$ cat src/rtl/pong_match_ctrl.sv
// Pong match controller: N-player scoring, round timer, serve delay and pause/resume.
// Optional PONG_SPEEDUP_EN adds a play-seconds counter that steps speed_level.
module pong_match_ctrl #(
  parameter int NUM_PLAYERS = 2,
  parameter int SCORE_W     = 3,
  parameter int WIN_SCORE   = 7,
  parameter int ROUND_SECS  = 180,
  parameter int SERVE_SECS  = 2,
  parameter int TIME_W      = 8
`ifdef PONG_SPEEDUP_EN
  ,
  parameter int SPEEDUP_SECS = 10
`endif
) (
  input  logic                           clk,
  input  logic                           rst,
  input  logic                           tick_1hz,
  input  logic                           start,
  input  logic                           pause,
  input  logic [NUM_PLAYERS-1:0]         miss,
  output logic [2:0]                     state,
  output logic                           stop,
  output logic                           serve_pulse,
  output logic [NUM_PLAYERS*SCORE_W-1:0] scores,
  output logic [TIME_W-1:0]              time_left,
  output logic [1:0]                     winner,
  output logic                           winner_valid,
  output logic                           tie,
  output logic [1:0]                     speed_level
);

  typedef enum logic [2:0] {
    S_IDLE   = 3'd0,
    S_SERVE  = 3'd1,
    S_PLAY   = 3'd2,
    S_PAUSED = 3'd3,
    S_OVER   = 3'd4
  } state_t;

  localparam int SRV_W = (SERVE_SECS > 0) ? $clog2(SERVE_SECS + 1) : 1;
  localparam logic [SCORE_W-1:0] WIN_V = SCORE_W'(WIN_SCORE);

  state_t                           state_q, state_d;
  logic [SRV_W-1:0]                 serve_cnt_q, serve_cnt_d;
  logic [NUM_PLAYERS*SCORE_W-1:0]   scores_d;
  logic [TIME_W-1:0]                time_d;
  logic [1:0]                       winner_d;
  logic                             tie_d;
  logic                             serve_pulse_d;
  logic                             expire;
  logic                             miss_seen;
  logic [1:0]                       miss_idx;
  logic                             win_hit;
  logic [SCORE_W-1:0]               best;
  logic [SCORE_W-1:0]               s;

  always_comb begin
    state_d       = state_q;
    serve_cnt_d   = serve_cnt_q;
    scores_d      = scores;
    time_d        = time_left;
    winner_d      = winner;
    tie_d         = tie;
    serve_pulse_d = 1'b0;
    expire        = 1'b0;
    miss_seen     = 1'b0;
    miss_idx      = 2'd0;
    win_hit       = 1'b0;
    best          = '0;
    s             = '0;

    case (state_q)
      S_IDLE: begin
        scores_d = '0;
        time_d   = TIME_W'(ROUND_SECS);
        if (start) begin
          state_d     = S_SERVE;
          serve_cnt_d = SRV_W'(SERVE_SECS);
        end
      end
      S_SERVE: begin
        if (serve_cnt_q == '0) begin
          state_d       = S_PLAY;
          serve_pulse_d = 1'b1;
        end else if (tick_1hz) begin
          serve_cnt_d = serve_cnt_q - SRV_W'(1);
        end
      end
      S_PLAY: begin
        if (ROUND_SECS != 0 && tick_1hz && time_left != '0) begin
          time_d = time_left - TIME_W'(1);
          expire = (time_d == '0);
        end
        if (|miss) begin
          // Only the lowest-index miss counts; everyone else scores a point.
          for (int i = 0; i < NUM_PLAYERS; i++) begin
            if (!miss_seen && miss[i]) begin
              miss_seen = 1'b1;
              miss_idx  = 2'(i);
            end
          end
          for (int i = 0; i < NUM_PLAYERS; i++) begin
            s = scores[i*SCORE_W +: SCORE_W];
            if (2'(i) != miss_idx && s < WIN_V) s = s + SCORE_W'(1);
            scores_d[i*SCORE_W +: SCORE_W] = s;
            if (s == WIN_V) win_hit = 1'b1;
          end
          if (win_hit || expire) begin
            state_d = S_OVER;
          end else begin
            state_d     = S_SERVE;
            serve_cnt_d = SRV_W'(SERVE_SECS);
          end
        end else if (expire) begin
          state_d = S_OVER;
        end else if (pause) begin
          state_d = S_PAUSED;
        end
      end
      S_PAUSED: begin
        if (pause) state_d = S_PLAY;
      end
      S_OVER: begin
        if (start) begin
          state_d  = S_IDLE;
          scores_d = '0;
          time_d   = TIME_W'(ROUND_SECS);
        end
      end
      default: state_d = S_IDLE;
    endcase

    // Result is latched from the final scores on OVER entry and held until leaving OVER.
    if (state_d == S_OVER && state_q != S_OVER) begin
      best     = scores_d[SCORE_W-1:0];
      winner_d = 2'd0;
      tie_d    = 1'b0;
      for (int i = 1; i < NUM_PLAYERS; i++) begin
        s = scores_d[i*SCORE_W +: SCORE_W];
        if (s > best) begin
          best     = s;
          winner_d = 2'(i);
          tie_d    = 1'b0;
        end else if (s == best) begin
          tie_d = 1'b1;
        end
      end
    end else if (state_d != S_OVER) begin
      winner_d = 2'd0;
      tie_d    = 1'b0;
    end
  end

  always_ff @(posedge clk) begin
    if (rst) begin
      state_q      <= S_IDLE;
      serve_cnt_q  <= '0;
      stop         <= 1'b1;
      serve_pulse  <= 1'b0;
      scores       <= '0;
      time_left    <= TIME_W'(ROUND_SECS);
      winner       <= 2'd0;
      winner_valid <= 1'b0;
      tie          <= 1'b0;
    end else begin
      state_q      <= state_d;
      serve_cnt_q  <= serve_cnt_d;
      stop         <= (state_d != S_PLAY);
      serve_pulse  <= serve_pulse_d;
      scores       <= scores_d;
      time_left    <= time_d;
      winner       <= winner_d;
      winner_valid <= (state_d == S_OVER);
      tie          <= tie_d;
    end
  end

  assign state = state_q;

`ifdef PONG_SPEEDUP_EN
  localparam int PS_W = $clog2(SPEEDUP_SECS + 1);
  logic [PS_W-1:0] play_secs;
  logic            serve_entry;

  assign serve_entry = (state_d == S_SERVE) && (state_q != S_SERVE);

  always_ff @(posedge clk) begin
    if (rst || serve_entry) begin
      play_secs   <= '0;
      speed_level <= 2'd0;
    end else if (state_q == S_PLAY && tick_1hz) begin
      if (play_secs == PS_W'(SPEEDUP_SECS - 1)) begin
        play_secs <= '0;
        if (speed_level != 2'd3) speed_level <= speed_level + 2'd1;
      end else begin
        play_secs <= play_secs + PS_W'(1);
      end
    end
  end
`else
  assign speed_level = 2'd0;
`endif

endmodule

$ cat config.mk
export PLATFORM = sky130hd
export DESIGN_NAME = pong_match_ctrl
export DESIGN_NICKNAME = d
export VERILOG_FILES = /design/src/rtl/pong_match_ctrl.sv
export SDC_FILE = /design/constraint.sdc
export NUM_CORES = 1
export LEC_CHECK = 0
export BUFFER_PORTS_ARGS = -buffer_cell sky130_fd_sc_hd__buf_2
export CORE_MARGIN = 1.5
export CORE_UTILIZATION = 45
export DETAILED_ROUTE_END_ITERATION = 7
export PLACE_DENSITY_LB_ADDON = 0.3
export SYNTH_ARGS = -nofsm -noshare
export SYNTH_HDL_FRONTEND = slang
export SYNTH_SLANG_ARGS = --single-unit
$ cat constraint.sdc
create_clock -name clk -period 4.75 [get_ports clk]
set_input_delay 0.475 -clock clk [delete_from_list [all_inputs] [get_ports clk]]
set_output_delay 0.475 -clock clk [all_outputs]
set_load 0.05 [all_outputs]
## Word-level counts from Yosys, hierarchy flattened

Index checks and enable logic that the tools add are counted.

| word-level totals | value |
|---|---|
| latch bits | 0 |
| word-level logic and storage cells | 102 |
| input bits | 7 |
| memory bits (read-only) | 0 |
| memory bits (writable) | 0 |
| output and inout port bits | 25 |
| flip-flop bits (word level) | 25 |
| memories | 0 |

| cells by class | value |
|---|---|
| bitwise logic cells | 1 |
| $add $sub $neg | 4 |
| equal/unequal tests | 19 |
| multiply operators | 0 |
| multiplexer cells | 47 |
| reductions and logical operators | 19 |
| shift-type cells | 0 |
| div/mod/pow operators | 0 |
| order comparisons | 3 |

Operators by type and width:

| operator | count |
|---|---|
| 2-to-1 mux 3 bit | 14 |
| case mux 8 bit (3 select lines) | 1 |
| 2-to-1 mux 2 bit | 9 |
| case mux 6 bit (3 select lines) | 1 |
| 2-to-1 mux 1 bit | 16 |
| 2-to-1 mux 8 bit | 2 |
| case mux 3 bit (5 select lines) | 1 |
| != test 2 bit, second input constant | 7 |
| == test 3 bit, second input constant | 4 |
| 2-to-1 mux 6 bit | 2 |
| logical NOT 8 bit | 1 |
| nonzero test 8 bit | 1 |
| subtractor 8 x 1 -> 8 bit, second input constant | 1 |
| adder 3 x 1 -> 3 bit, second input constant | 2 |
| == test 3 x 2 -> 1 bit, second input constant | 2 |
| < comparator 3 bit, second input constant | 2 |
| != test 3 bit, second input constant | 2 |
| case mux 2 bit (3 select lines) | 1 |
| AND reduction 6 bit | 1 |
| nonzero test 3 bit | 2 |
| logical AND 1 bit | 5 |
| nonzero test 2 bit | 2 |
| OR reduction 2 bit | 2 |
| == test 3 x 1 -> 1 bit, second input constant | 1 |
| other kinds (11) | 11 |

## Logic depth before layout (Yosys ltp)

Gate-level depths: netlist of the first run.

| logic depth | value |
|---|---|
| word-level depth | 25 |
| depth in mapped cells | 12 |
| depth with buffers taken out | 10 |

## Worst setup path after synthesis of the first run

Ideal clock, no wire load.

| timing path | value |
|---|---|
| path kind | flip-flop to flip-flop |
| start point | reg state_q[0], in the netlist state[0] |
| end point | reg winner[0] |
| stages on the path, launching flop included | 13 |
| required time | 4.619 ns |
| slack | 1.999 ns |
| arrival | 2.620 ns |
| period minus slack after synthesis | 2.751 ns |
| path buffers | 2 |
| path through | dfxtp_1 -> clkbuf_1 -> nor2_1 -> nand2_1 -> clkbuf_1 -> a21oi_1 -> o21ai_0 -> nand2_1 -> ha_1 -> nor2b_1 -> o21a_1 -> o21ai_0 -> o41ai_2 |

| between the ends | value |
|---|---|
| elaborated cells between the ends (all ways) | 22 |

RTL lines:

| what | RTL line | text |
|---|---|---|
| from (decl) | 43 | `state_t state_q, state_d;` |
| from (signal assigned) | 166 | `state_q <= state_d;` |
| == test 3 bit (tied with other cells) | 72 | `case (state_q)` |
| case mux 6 bit (3 select lines) * | 72 |  |
| net scores_d[4] | 45 | `logic [NUM_PLAYERS*SCORE_W-1:0] scores_d;` |
| > comparator 3 bit * | 140 | `if (s > best) begin` |
| 2-to-1 mux 1 bit * | 140 |  |
| 2-to-1 mux 2 bit * | 134 | `if (state_d == S_OVER && state_q != S_OVER) begin` |
| to (signal assigned) | 172 | `winner <= winner_d;` |
| to (decl) | 26 | `output logic [1:0] winner,` |

Mark *: on every way through the listed nets, which the timed path passes. The rest lies on a longest branch.
A chain may end at the register's enable or synchronous reset.

## Final worst setup path of the first run

| timing path | value |
|---|---|
| start point | reg time_left[0] |
| end point | reg time_left[2] |

| between the ends | value |
|---|---|
| cells in the longest elaborated chain, start to end | 4 |
| elaborated cells between the ends (all ways) | 7 |

RTL lines:

| what | RTL line | text |
|---|---|---|
| from (decl) | 25 | `output logic [TIME_W-1:0] time_left,` |
| from (signal assigned) | 161 | `time_left <= TIME_W'(ROUND_SECS);` |
| from (signal assigned) | 171 | `time_left <= time_d;` |
| parallel branches: the longest is 4 deep, another holds subtractor 8 x 1 -> 8 bit | -- |  |

Parallel ways; which one is timed is not known. The select of a mux whose other input is x is not followed.

==> metrics, run 1 <==
clk_lat worst skew 320 ps; die area ~3800 um2; Resized Gates After CTS 0; Power Density between 200 and 250 nW/um2; largest net degree at the start of global routing 25; floorplan row count 21; clock root buffer clkbuf_4; CTS Buffer Depth 2; CTS tree done; met2 routed WL 1560 um; Clock Sinks 24; worst setup path start time_left[0]; Vias around 1.5k; global-route wire length before repair around 5500 um; synthesized area about 1600 um2; Synth-to-Final Area Change 10.9%; critical path class reg -> reg; max-cap violations 0; Starting Density between 40% and 50%; Primary FF master, synth dfxtp_1; # diodes 0; fin util around half; Leak ~0.72 nW; DRT iter0 DRCs 112; Post-synth ARST share 0%; RR Startpoint time_left[0]; Fillers 339; Layout Nets 233; initial antenna violation count 0; GR Overflow Total 0; Slew Limit Headroom between 30% and 40%; Fin. Hold Viols 0; total power about 0.00042 W; Sum Neg Setup Slack 0 ps; Tcrit/Tclk final between 50 and 60%; synth unique cells 50; startpoint types flip-flop; Synth top cells by count dfxtp_1, nor2_1, nand2_1; ranking of synthesized cells by area dfxtp_1, ha_1, a21oi_1, nor2_1, nand2_1; layout cells sized above 1 a little under a fifth; max frequency between 0.3 and 0.4 GHz; Routed WL about 3500 um; Peak VDD IR approximately 0.10 mV; Synth top area share 30.8%; H-tree depth 1; DRC Markers 0; Syn Area/Cell about 8 um2; GRT Total Usage between 10% and 20%; Post-Synthesis Cells between 150 and 200; CTS clk-pin slew, worst paths 130 ps; most frequent cell after synthesis dfxtp_1; critical path capture point type flip-flop; Die Wd approximately 60 um; shortest period the worst path allows between 2000 and 3000 ps; Setup violations, final 0; Worst Path Required about 5000 ps; DP HPWL about 2600 um; clk_skew ~2.6 ps; Min-Delay Path Class in -> reg; CP top delay family compound AO/OA/AOI/OAI gates; io pins 32; Seq/Total Area, Yosys between 30 and 40%; routed wire length on met3 between 150 and 200 um; worst path cell trace inv_1 > ha_1 > or3b_4 > o21ai_0 > o21ai_0 > a221o_2; WP buf/inv 1; largest area contributor in the netlist dfxtp_1; Placed Instances approximately 260; status finished clean; worst-margin pin slew between 900 and 1000 ps; port bufs 28; CP max FO 11; Metal-1 WL 1690 um; WL/cell roughly 13 um; Worst EP arrival slightly below 3000 ps; RSZ-0062 raised after global routing no; TritonRoute pass-1 iters 4; CP dominant cell by count o21ai_0; Crit-path slowest cell o21ai_0; Ys Warns 0; Slew Viols, Final 0; ANT nets after route 0; TritonCTS Buffers 3; EDFF count, synth 0; CP peak stage delay ~800 ps; # Post-CTS Setup Buffers 0; Vias/cell 5.55; routability cong. between 0.8 and 0.9; #FFs+latches synth 24; vias in the first global route 1231; fin cells between 200 and 300; Core Area approximately 3300 um2; Hold Crit Start start; CTS Hold Buffers Added 0; top routing layer in use met4; Die Ht just over 60 um
==> state kept, by name, summed over array words and instances (netlist names) <==
| register | flops |
|---|---|
| state | 3 |
| winner | 1 |
| stop | 1 |
| serve_cnt_q | 2 |
| serve_pulse | 1 |
| time_left | 8 |
| scores | 6 |
| tie | 1 |
| winner_valid | 1 |
==> final timing paths <==
kind | end | slack [ps] | depth (start not counted)
worst max-delay path | time_left[2] | 2090 | 6
worst min-delay path | state[2] | 500 | 4
worst max register to register | time_left[2] | 2090 | 6
worst min register to register | tie | 500 | 2
==> metrics by stage <==
step,worst slack [ps],hold slack (ps),instance area [um2]
5_1_grt,1970,520,1730
3_3_place_gp,2260,467,1710
4_1_cts,2140,486,1730
3_5_place_dp,2150,467,1710
2_1_floorplan,2000,480,1570
6_report,2090,496,1730
==> per-layer routing <==
layer,vias to the layer above,GRT usage (%)
li1,755,-
met1,653,28.0
met2,43,29.0
met3,4,2.48
met4,0,9.73
met5,-,0
==> power by group <==
part / total, W / switching, W / leakage (nW) / internal [W]
combinational: 0.000109 / 0.0000758 / 0.515 / 0.0000333
sequential: 0.000217 / 0.00000882 / 0.195 / 0.000209
clock: 0.0000913 / 0.0000615 / 0.0138 / 0.0000297
==> worst reg2reg max path, stage by stage (launching register included) <==
cell	delay, ps
dfxtp_1	400
inv_1	90
ha_1	220
or3b_4	430
o21ai_0	800
o21ai_0	220
a221o_2	410
==> cell families (layout without fill, tap and decap cells) <==
family / count (synthesis) / count (layout) / share of synthesized area, %
multiplexers: 1 / 1 / 0.643
AO/OA/AOI/OAI: 61 / 61 / 27.6
other: 1 / 3 / 0.241
flip-flops: 24 / 24 / 30.8
AND/OR/NAND/NOR: 79 / 79 / 28.0
XOR/XNOR: 1 / 1 / 0.562
buffers and inverters: 20 / 39 / 5.62
adder cells (fa/ha/maj): 8 / 8 / 6.43
==> cell usage in the layout, fill, tap and decap left out, types with 8 or more instances in the layout <==
cell and count:
buf_2 28, dfxtp_1 24, nor2_1 20, nand2_1 16, a21oi_1 15, o21ai_0 10
inv_1 8, nor3_1 8, ha_1 8
==> area by class of cell <==
cell class / count / area, um2 / share of cell area [%]
clock buffers: 3 / 22.5 / 1.30
inverters: 8 / 30.0 / 1.74
multi-input cells: 153 / 997 / 57.7
flip-flops and latches: 24 / 480 / 27.8
well taps: 46 / 57.6 / 3.33
repair buffers: 28 / 140 / 8.11
Power figures use the tool's default switching activity.
==> run 2: changes to the inputs <==
Clock period 4.75 ns to 2.35 ns, I/O delays scaled along.
==> run 2 against run 1 <==
Net effect:
- hold slack got worse by 250 ps
- worst setup slack got worse by 1900 ps
- count of clock-buffer cells in the layout grew 1
- critical path depth grew 1
- fmax increased by 21%
- clock power grew 150%
- largest cell class unchanged
==> metrics, run 2 (synthesized netlist as in run 1, its figures left out) <==
GR Overflow Total 0 (unchanged); critical path class reg -> reg (unchanged); H-tree depth 1 (unchanged); sw frac 34.1% (was 35.0%); Slew Viols, Final 0 (unchanged); CP max FO 8 (was 11); Placed Instances 266 (was 259); Clock Sinks 24 (unchanged); initial antenna violation count 0 (unchanged); CTS tree done (unchanged); largest net degree at the start of global routing 25 (unchanged); max frequency 0.455 GHz (was 0.375 GHz); Worst Path Required 2590 ps (was 4970 ps); NetSw 0.000309 W (was 0.000146 W); Core Area 3340 um2 (unchanged); WL/cell 13.4 um (was 13.3 um); Fin. Hold Viols 0 (unchanged); # Post-CTS Setup Buffers 0 (unchanged); worst path cell trace inv_1 > ha_1 > or3b_4 > o31a_1 > nor4b_4 > nor2b_2 > o41ai_2 (was inv_1 > ha_1 > or3b_4 > o21ai_0 > o21ai_0 > a221o_2); Tcrit/Tclk final 93.4% (was 56.1%); Layout Nets 240 (was 233); Peak VDD IR 0.205 mV (was 0.103 mV); most common cell after layout, fill and taps aside buf_2 (unchanged); RR Startpoint time_left[0] (unchanged); DP HPWL 2680 um (was 2570 um); worst setup path start time_left[0] (unchanged); startpoint types flip-flop (unchanged); Sum Neg Setup Slack 0 ps (unchanged); Power Density 500 nW/um2 (was 242 nW/um2); fin cells 270 (was 262); fin area 1810 um2 (was 1730 um2); critical path capture point type flip-flop (unchanged); Clk pwr share 25.1% (was 21.8%); P_int 0.000598 W (was 0.000272 W); max FFs per register 8 (unchanged); Post-DP Area 1770 um2 (was 1710 um2); TritonCTS Buffers 3 (unchanged); CP peak stage delay 410 ps (was 800 ps); CTS Buffer Depth 2 (unchanged); Crit-path slowest cell or3b_4 (was o21ai_0); routability cong. 0.960 (was 0.866); pre-CTS WS 93.0 ps (was 2150 ps); Leak 0.768 nW (was 0.724 nW); Die Wd 61.8 um (unchanged); Slew Limit Headroom 61.3% (was 32.9%); GRT Total Usage 20.3% (was 19.6%); status finished clean (unchanged); max-cap violations 0 (unchanged); Die Ht 61.8 um (unchanged); Vias 1538 (was 1455); PnR worst setup slack 154 ps (was 2090 ps); DRT iter0 DRCs 107 (was 112); worst-margin pin slew 573 ps (was 996 ps); register bank with the most flops time_left (unchanged); Synth-to-Final Area Change 16.3% (was 10.9%); # diodes 0 (unchanged); Vias/cell 5.70 (was 5.55); layout cells sized above 1 24.1% (was 19.0%); Min-Delay Path Class in -> reg (unchanged); Hold Crit Start start (unchanged); Setup violations, final 0 (unchanged); DRC Markers 0 (unchanged); Routed WL 3630 um (was 3490 um); sequential share of power 48.4% (was 52.0%); Starting Density 46.7% (unchanged); TritonRoute pass-1 iters 4 (unchanged); Worst EP arrival 2430 ps (was 2890 ps); port bufs 28 (unchanged); die area 3820 um2 (unchanged); vias in the first global route 1247 (was 1231); RSZ-0062 raised after global routing no (unchanged); most frequent cells in the layout buf_2, dfxtp_1, nor2_1, nand2_1, a21oi_1 (unchanged); ANT nets after route 0 (unchanged); clk_lat worst skew 330 ps (was 320 ps); floorplan row count 21 (unchanged); global-route wire length before repair 5770 um (was 5540 um); Fillers 335 (was 339); clock root buffer clkbuf_4 (unchanged); shortest period the worst path allows 2200 ps (was 2660 ps); CTS clk-pin slew, worst paths 130 ps (about the same); clk_skew 12.8 ps (was 2.59 ps); io pins 32 (unchanged); Combinational Power Share 26.6% (was 26.1%)
==> run 2: cell types whose count changed in the layout (fill, tap and decap cells not counted) <==
cell | previous run | this run
nor3_1 | 8 | 7
buf_4 | 0 | 7
clkbuf_8 | 0 | 1
nor3_2 | 0 | 1
dfxtp_2 | 0 | 1
a21oi_2 | 0 | 1
dfxtp_4 | 0 | 2
a21oi_1 | 15 | 14
dfxtp_1 | 24 | 21
==> run 2: timing repair <==
item	CTS	global route
hold buffers	0	0
resized for setup	0	2
setup endpoints to repair	0	2
==> run 2: metal layers <==
| metal | up-vias | wire (um) | GRT usage, % |
|---|---|---|---|
| li1 | 774 | - | - |
| met5 | - | 0 | 0 |
| met3 | 4 | 166 | 2.90 |
| met2 | 46 | 1670 | 29.6 |
| met1 | 714 | 1750 | 29.7 |
| met4 | 0 | 41 | 8.81 |
==> run 2: final cells by class <==
| cell class | count | area (um2) | area share, % |
|---|---|---|---|
| flip-flops and latches | 24 | 489 | 27.0 |
| inverters | 8 | 30.0 | 1.66 |
| clock buffers | 4 | 36.3 | 2.00 |
| multi-input cells | 153 | 1010 | 55.5 |
| well taps | 46 | 57.6 | 3.18 |
| repair buffers | 35 | 193 | 10.6 |
==> run 2: through the flow <==
| stage | power, W | util, % | hold WS [ps] |
|---|---|---|---|
| after floorplan | 0.000627 | - | 335 |
| after global placement | 0.000684 | 52.9 | 465 |
| after detailed placement | 0.000684 | 52.9 | 463 |
| after CTS | 0.000913 | 54.0 | 233 |
| after global routing | 0.000966 | 54.3 | 256 |
| final | 0.000907 | 54.3 | 247 |
==> run 2: power by group through the flow <==
stage	registers (W)	logic, W	clock network (W)
floorplan	0.000478	0.000149	0
CTS	0.000437	0.000239	0.000238
global placement	0.000446	0.000238	0
finish	0.000438	0.000241	0.000227
detailed placement	0.000446	0.000238	0
global route	0.000441	0.000264	0.000261
==> run 2: worst paths after layout <==
check               to  slack (ps)  depth (start not counted)
max          winner[0]         150                          7
min           state[2]         250                          4
max reg2reg  winner[0]         150                          7
min reg2reg        tie         490                          2
==> run 2: critical path: cells and delay by family (launching register included) <==
kind	cells	cell delay, ps
and+or+nand+nor	3	920
DFF	1	390
buffers and inverters	1	80
AOI/OAI and AO/OA	2	560
adders and majority gates	1	150
